===== config.mk =====
export PLATFORM = sky130hd
export DESIGN_NAME = mem_access_unit
export DESIGN_NICKNAME = d
export VERILOG_FILES = /design/src/rtl/mem_access_unit.sv
export SDC_FILE = /design/constraint.sdc
export NUM_CORES = 1
export LEC_CHECK = 0
export CAP_MARGIN = 20
export CORE_MARGIN = 3
export CORE_UTILIZATION = 44
export CTS_CLUSTER_SIZE = 20
export DETAILED_ROUTE_END_ITERATION = 16
export PLACE_DENSITY_LB_ADDON = 0.1
export SLEW_MARGIN = 20
export SYNTH_ARGS = -nofsm -noshare
export SYNTH_HDL_FRONTEND = slang
export SYNTH_SLANG_ARGS = --single-unit

===== constraint.sdc =====
create_clock -name clk -period 4.5 [get_ports clk]
set_input_delay 0.45 -clock clk [delete_from_list [all_inputs] [get_ports clk]]
set_output_delay 0.45 -clock clk [all_outputs]
set_load 0.01 [all_outputs]

===== src/rtl/mem_access_unit.sv =====
// ---------------------------------------------------------------------------
// mem_access_unit
//
// Memory-stage access engine feeding the MEM/WB pipeline register.
// Non-memory instructions pass straight through combinationally. Loads and
// stores are checked first. A legal access is latched and issued to data
// memory as a registered req/ack transaction. The upstream stages are frozen
// until the memory acknowledges or the access times out.
//
// Ports
//   clk, reset                  clock (rising edge), synchronous active-low reset
//   i_Valid                     EX/MEM holds a real instruction
//   i_Sig_Write_Back_Enable     instruction writes the register file
//   i_Sig_Memory_Read_Enable    load
//   i_Sig_Memory_Write_Enable   store
//   i_ALU_Result                byte address (loads/stores) or ALU result
//   i_Store_Value               store data
//   i_Destination               destination register
//   o_Mem_Req/We/Addr/Wdata     registered request to data memory (word address)
//   i_Mem_Ack, i_Mem_Rdata      memory completion; read data valid with ack
//   o_Sig_Write_Back_Enable,
//   o_Sig_Memory_Read_Enable,
//   o_ALU_Result,
//   o_Memory_Read_Value,
//   o_Destination               completed instruction presented to MEM/WB
//   o_Freeze                    stall IF/ID/EX and EX/MEM
//   o_Mem_Error                 sticky error (misaligned / out of range /
//                               rd&wr / timeout), cleared only by reset
// ---------------------------------------------------------------------------
module mem_access_unit #(
    parameter int DATA_WIDTH     = 32,
    parameter int ADDR_BASE      = 1024,
    parameter int TIMEOUT_CYCLES = 15
) (
    input  logic                  clk,
    input  logic                  reset,
    input  logic                  i_Valid,
    input  logic                  i_Sig_Write_Back_Enable,
    input  logic                  i_Sig_Memory_Read_Enable,
    input  logic                  i_Sig_Memory_Write_Enable,
    input  logic [DATA_WIDTH-1:0] i_ALU_Result,
    input  logic [DATA_WIDTH-1:0] i_Store_Value,
    input  logic [3:0]            i_Destination,
    output logic                  o_Mem_Req,
    output logic                  o_Mem_We,
    output logic [DATA_WIDTH-1:0] o_Mem_Addr,
    output logic [DATA_WIDTH-1:0] o_Mem_Wdata,
    input  logic                  i_Mem_Ack,
    input  logic [DATA_WIDTH-1:0] i_Mem_Rdata,
    output logic                  o_Sig_Write_Back_Enable,
    output logic                  o_Sig_Memory_Read_Enable,
    output logic [DATA_WIDTH-1:0] o_ALU_Result,
    output logic [DATA_WIDTH-1:0] o_Memory_Read_Value,
    output logic [3:0]            o_Destination,
    output logic                  o_Freeze,
    output logic                  o_Mem_Error
);

    // The counter only has to reach TIMEOUT_CYCLES-1.
    localparam int CNT_W = (TIMEOUT_CYCLES > 1) ? $clog2(TIMEOUT_CYCLES) : 1;
    localparam logic [CNT_W-1:0]      CNT_LAST = CNT_W'(TIMEOUT_CYCLES - 1);
    localparam logic [DATA_WIDTH-1:0] BASE     = DATA_WIDTH'(ADDR_BASE);

    typedef enum logic {
        IDLE   = 1'b0,
        ACCESS = 1'b1
    } state_t;

    state_t                  state_reg, state_next;
    logic                    req_reg, req_next;
    logic                    we_reg, we_next;
    logic [DATA_WIDTH-1:0]   addr_reg, addr_next;
    logic [DATA_WIDTH-1:0]   wdata_reg, wdata_next;
    logic                    error_reg, error_next;
    logic [CNT_W-1:0]        cnt_reg, cnt_next;
    logic                    wb_reg, wb_next;
    logic                    rd_reg, rd_next;
    logic [DATA_WIDTH-1:0]   alu_reg, alu_next;
    logic [3:0]              dest_reg, dest_next;

    logic                    mem_op;
    logic                    illegal_op;

    assign mem_op     = i_Valid & (i_Sig_Memory_Read_Enable | i_Sig_Memory_Write_Enable);
    // Unsigned compare: anything below the data memory base is out of range.
    assign illegal_op = (i_ALU_Result[1:0] != 2'b00)
                      | (i_ALU_Result < BASE)
                      | (i_Sig_Memory_Read_Enable & i_Sig_Memory_Write_Enable);

    always_ff @(posedge clk) begin
        if (!reset) begin
            state_reg <= IDLE;
            req_reg   <= 1'b0;
            we_reg    <= 1'b0;
            addr_reg  <= '0;
            wdata_reg <= '0;
            error_reg <= 1'b0;
            cnt_reg   <= '0;
            wb_reg    <= 1'b0;
            rd_reg    <= 1'b0;
            alu_reg   <= '0;
            dest_reg  <= '0;
        end else begin
            state_reg <= state_next;
            req_reg   <= req_next;
            we_reg    <= we_next;
            addr_reg  <= addr_next;
            wdata_reg <= wdata_next;
            error_reg <= error_next;
            cnt_reg   <= cnt_next;
            wb_reg    <= wb_next;
            rd_reg    <= rd_next;
            alu_reg   <= alu_next;
            dest_reg  <= dest_next;
        end
    end

    always_comb begin
        state_next = state_reg;
        req_next   = req_reg;
        we_next    = we_reg;
        addr_next  = addr_reg;
        wdata_next = wdata_reg;
        error_next = error_reg;
        cnt_next   = cnt_reg;
        wb_next    = wb_reg;
        rd_next    = rd_reg;
        alu_next   = alu_reg;
        dest_next  = dest_reg;

        o_Sig_Write_Back_Enable  = 1'b0;
        o_Sig_Memory_Read_Enable = 1'b0;
        o_ALU_Result             = '0;
        o_Memory_Read_Value      = '0;
        o_Destination            = '0;
        o_Freeze                 = 1'b0;

        case (state_reg)
            IDLE: begin
                if (!mem_op) begin
                    // Zero-latency pass-through for non-memory instructions.
                    o_Sig_Write_Back_Enable = i_Sig_Write_Back_Enable & i_Valid;
                    o_ALU_Result            = i_ALU_Result;
                    o_Destination           = i_Destination;
                end else if (illegal_op) begin
                    // Completes at once as a no-write instruction and flags the error.
                    o_ALU_Result  = i_ALU_Result;
                    o_Destination = i_Destination;
                    error_next    = 1'b1;
                end else begin
                    // Accept: latch the instruction, issue the request next edge.
                    o_Freeze   = 1'b1;
                    wb_next    = i_Sig_Write_Back_Enable;
                    rd_next    = i_Sig_Memory_Read_Enable;
                    alu_next   = i_ALU_Result;
                    dest_next  = i_Destination;
                    req_next   = 1'b1;
                    we_next    = i_Sig_Memory_Write_Enable;
                    addr_next  = (i_ALU_Result - BASE) >> 2;
                    wdata_next = i_Sig_Memory_Write_Enable ? i_Store_Value : '0;
                    cnt_next   = '0;
                    state_next = ACCESS;
                end
            end

            ACCESS: begin
                if (i_Mem_Ack) begin
                    o_Sig_Write_Back_Enable  = wb_reg;
                    o_Sig_Memory_Read_Enable = rd_reg;
                    o_ALU_Result             = alu_reg;
                    o_Destination            = dest_reg;
                    o_Memory_Read_Value      = rd_reg ? i_Mem_Rdata : '0;
                    req_next   = 1'b0;
                    we_next    = 1'b0;
                    cnt_next   = '0;
                    state_next = IDLE;
                end else if (cnt_reg == CNT_LAST) begin
                    // Timeout: retire the instruction without writing back.
                    o_ALU_Result  = alu_reg;
                    o_Destination = dest_reg;
                    req_next   = 1'b0;
                    we_next    = 1'b0;
                    cnt_next   = '0;
                    error_next = 1'b1;
                    state_next = IDLE;
                end else begin
                    o_Freeze = 1'b1;
                    cnt_next = cnt_reg + CNT_W'(1);
                end
            end

            default: state_next = IDLE;
        endcase

        // Reset holds the MEM/WB side quiet and never stalls the pipe.
        if (!reset) begin
            o_Sig_Write_Back_Enable  = 1'b0;
            o_Sig_Memory_Read_Enable = 1'b0;
            o_ALU_Result             = '0;
            o_Memory_Read_Value      = '0;
            o_Destination            = '0;
            o_Freeze                 = 1'b0;
        end
    end

    assign o_Mem_Req   = req_reg;
    assign o_Mem_We    = we_reg;
    assign o_Mem_Addr  = addr_reg;
    assign o_Mem_Wdata = wdata_reg;
    assign o_Mem_Error = error_reg;

endmodule


After elaboration in Yosys (flattened, before gate mapping)
Cells that the tools add are included.
- logic and storage cells: 82
- register bits: 108
- output and inout port bits: 138
- input bits: 107
- muxes and demuxes: 48
- order comparisons: 1
- bitwise operators: 8
- $add $sub $neg: 2
- reductions and logical operators: 5
- equality and inequality tests: 7
- operator list (kind ; number):
    $mux W32 ; 10
    $pmux W32 S2 ; 1
    $mux W4 ; 9
    $lt A32 B11 Y1 const B ; 1
    $sub A32 B11 Y32 const B ; 1
    $mux W1 ; 21
    $pmux W4 S2 ; 2
    $pmux W1 S2 ; 5
    $ne A2 B2 Y1 const B ; 4
    $reduce_and A3 Y1 ; 2
    $add A4 B1 Y4 const B ; 1
    $eq A4 B4 Y1 const B ; 1
    $reduce_and A4 Y1 ; 1
    $and A1 B1 Y1 ; 3
    $ne A3 B2 Y1 const B ; 1
    $or A1 B1 Y1 ; 3
    $ne A2 B1 Y1 const B ; 1
    $not A1 Y1 ; 2
    $reduce_and A2 Y1 ; 1
    $reduce_bool A2 Y1 ; 1

Logic depth before layout (Yosys ltp)
- depth in word-level cells: 7
- gate-level depth with buffers: 9
- depth with buffers taken out: 7

Worst setup path before layout
No wires, ideal clock.
- path kind: input to output
- start point: input port i_ALU_Result[16]
- end point: output port o_ALU_Result[10]
- buffers on the path: 2
- arrival time: 1.831 ns
- required time: 4.050 ns
- stages: 7
- setup slack: 2.219 ns
- cells stage by stage: buf_2 -> nor4_4 -> nand4b_1 -> o21bai_2 -> and2_1 -> buf_4 -> a22o_1
- word-level cells in the longest chain between the ends: 7
- RTL lines (what ; RTL line ; source):
    start: declaration ; 41 ; input logic [DATA_WIDTH-1:0] i_ALU_Result,
    $lt A32 B11 Y1 ; 87 ; | (i_ALU_Result < BASE)
    $or A1 B1 Y1 ; 87 ;
    $or A1 B1 Y1 ; 88 ; | (i_Sig_Memory_Read_Enable & i_Sig_Memory_Write_Enable);
    $mux W32 ; 145 ; end else if (illegal_op) begin
    $mux W32 ; 140 ; if (!mem_op) begin
    $pmux W32 S2 ; 138 ; case (state_reg)
    $mux W32 ; 196 ; if (!reset) begin
    end: declaration ; 52 ; output logic [DATA_WIDTH-1:0] o_ALU_Result,
No other way between the ends.

Worst setup path after layout
- start point: input port i_ALU_Result[12]
- end point: output port o_ALU_Result[2]
The elaborated chain is that of the path after synthesis.

==> summary.txt <==
Synth
  – Seq cells post-synth: 100
  – Post-Synth XOR/XNOR Area: roughly 3.4%
  – Seq/Total Area, Yosys: between 40% and 50%
  – Adder-cell share of the synthesized area: less than 1%
  – Main combinational cell family by area after synthesis: simple AND/OR/NAND/NOR gates
  – Cells after Synth: between 600 and 700
  – Number of enable flip-flop cells after synthesis: 0
  – Post-synthesis cell type count: between 40 and 50
  – Warnings from Yosys: 0
  – Synth async-reset ratio: 0%
  – Post-Syn Area per Cell: 8.02 sq um
  – Proportion of synthesized area in mux cells: 0.207%
  – Ys flop type: dfxtp_1
  – Synth Area in Compound Gates: between 20% and 30%
  – Simple-gate share of the synthesized area: between 20% and 30%
  – Mapped Area: a little under 5000 sq um

STA
  – Final Max Slew Viols: 0
  – # setup viols final: 0
  – Fmax: between 0.2 and 0.3 GHz
  – Worst Tran Pin Value: about 0.83 ns
  – Final Hold Vio Count: 0
  – Post-route clock period utilization: a little over four fifths
  – Final hold slack: around 0.45 ns
  – RSZ-0062 raised after global routing: no
  – Final Skew: 0.0137 ns
  – Setup TNS: 0 ns
  – Final min period: about 3.8 ns
  – Setup ws final: slightly below 0.7 ns
  – Slew headroom: ~45%

Detailed routing
  – ANT nets after route: 0
  – Avg WL per Cell: ~17 microns
  – TritonRoute pass-1 iters: 4
  – Routed WL: 16.3 mm
  – Vias per cell: between 5 and 6
  – Iteration-0 DRC Markers: about 300
  – Routed vias: approximately 5000
  – DRC: 0

Die
  – Die Span Y: ~110 microns
  – Die width: roughly 110 microns
  – Initial Utilization: 46.0%
  – Core box area: between 10000 and 15000 sq um
  – # IOs: about 250
  – Die footprint: about 12000 sq um
  – Num rows: 37

CTS
  – Reg clk slew, reported paths: approximately 0.09 ns
  – CTS H-tree depth: 3
  – CTS tree: built
  – Clock tree buffer depth: 2
  – Resized Gates After CTS: 0
  – Post-CTS setup buffer count: 0
  – Clk_lat worst skew: roughly 0.36 ns
  – Clk sinks: 100
  – Hold_buf cts: 0
  – Number of buffers created by CTS: 9
  – Root buf cell: clkbuf_8

Status
  – Outcome: completed

Power
  – Comb power frac: a little under a fifth
  – Clock network power share: 31.6%
  – P_leak: about 2.6 nW
  – Power Internal: between 1 and 1.5 mW
  – Power per Cell Area: between 200 and 250 nW/um^2
  – Sw Share: between 20% and 30%
  – Worst VDD drop: between 0.15 and 0.2 mV
  – Psw: 0.500 mW
  – Flop pwr share: 50.0%
  – Total power: 1.84 mW

Worst setup path
  – Crit path launch type: primary input
  – R2r setup slk: roughly 2.2 ns
  – Crit path max fanout: 27
  – Crit. End Element: output port
  – Crit Path Class: primary input to output port
  – Data arrival time of the critical path: around 3.4 ns
  – Worst path required time: around 4.1 ns

Global route
  – Initial antenna violation count: 0
  – Vias in the first global route: roughly 4800
  – Total track usage: 25.3%
  – Largest net degree at the start of global routing: 76
  – Grt ovf: 0
  – Global-route wire length before repair: 25.5 mm

Layout
  – # nets final: 917
  – Layout area overhead: 53.1%
  – N_diodes: 0
  – Design area: 7400 sq um
  – Layout cell share with drive strength beyond 1: 5.54%

Flow run
  – MaxCap Viol Count: 0

Placed design
  – DP HPWL: roughly 12 mm
  – Worst slack, placed: 0.693 ns
  – Buffers added on ports: between 200 and 250
  – DP Area: 7200 sq um
  – GPL Wtd Cong: between 0.8 and 0.9

Hold path
  – Worst Hold Class: flip-flop to flip-flop
## Yosys cell counts, drive strengths merged, types with 4 or more instances
cell | instances | area [sq um]
inv | 5 | 18.8
o21ai | 15 | 75.1
a211oi | 9 | 108
and3 | 5 | 31.3
nand3 | 38 | 203
buf | 36 | 240
nor3 | 7 | 35.0
nor2b | 9 | 56.3
clkbuf | 23 | 87.6
a22o | 30 | 263
nor2 | 35 | 131
nand2 | 116 | 435
xor2 | 12 | 105
dfxtp | 100 | 2000
xnor2 | 7 | 61.3
nor4 | 5 | 73.8
or3 | 4 | 25.0
a21oi | 88 | 440
and2 | 33 | 206
## routing by layer
layer / global-route usage [%] / up-vias / wire, microns / part of all wire, %
li1: - / 2453 / - / -
met1: 30.2 / 2313 / 6720 / 41
met2: 44.5 / 184 / 7930 / 49
met3: 6.77 / 24 / 1290 / 8.0
met4: 7.72 / 0 / 317 / 1.9
met5: 0 / - / 0 / 0
## layout by cell type (no fill, tap or decap), drive strengths merged, types with 9 or more instances in the layout
cell,count
a22o,30
a21oi,88
clkdlybuf4s50,242
o21ai,15
nor2,35
nand3,38
a211oi,9
dfxtp,100
buf,9
xor2,12
clkbuf,11
nor2b,9
nand2,116
and2,33
## path summary, 6_finish.rpt
path / start / end / depth (start not counted)
max reg2reg: state_reg$_DFF_P_ / o_Mem_Wdata[24]$_SDFFE_PN0P_ / 6
max: i_ALU_Result[12] / o_ALU_Result[2] / 8
min reg2reg: o_Mem_Wdata[22]$_SDFFE_PN0P_ / o_Mem_Wdata[22]$_SDFFE_PN0P_ / 2
min: o_Mem_Wdata[22]$_SDFFE_PN0P_ / o_Mem_Wdata[22]$_SDFFE_PN0P_ / 2
## critical path, stage by stage
cell and delay (ns):
clkdlybuf4s50_1 0.56, nor4_4 0.53, nand4b_1 0.22, o21bai_2 0.27, and2_1 0.24, buf_4 0.33
a22o_1 0.19, clkdlybuf4s50_1 0.54
## cell type report
| class | instances | area, sq um |
|---|---|---|
| Sequential cell | 100 | 2000 |
| Clock inverter | 5 | 48.8 |
| Tap cell | 136 | 170 |
| Clock buffer | 11 | 151 |
| Inverter | 5 | 20.0 |
| Fill cell | 901 | 3110 |
| Multi-Input combinational cell | 440 | 2500 |
| Timing Repair Buffer | 251 | 2500 |
## cell families after synthesis
family | count (synthesis)
adder cells (fa/ha/maj) | 3
XOR/XNOR | 19
AO/OA/AOI/OAI | 153
AND/OR/NAND/NOR | 262
other | 1
buffers and inverters | 64
flip-flops | 100
multiplexers | 1
## power groups by stage
stage,Combinational (mW),Sequential (mW),Clock [mW]
floorplan,0.133,0.943,0
finish,0.337,0.919,0.581
detailed placement,0.336,0.940,0
global route,0.362,0.923,0.628
CTS,0.338,0.920,0.592
global placement,0.331,0.939,0
## stage by stage
stage,std cells,utilization (%)
3_5_place_dp,932,68.5
4_1_cts,948,70.4
3_3_place_gp,932,68.5
5_1_grt,948,70.4
6_report,948,70.4
2_1_floorplan,604,-
(Power assumes the default switching activity.)
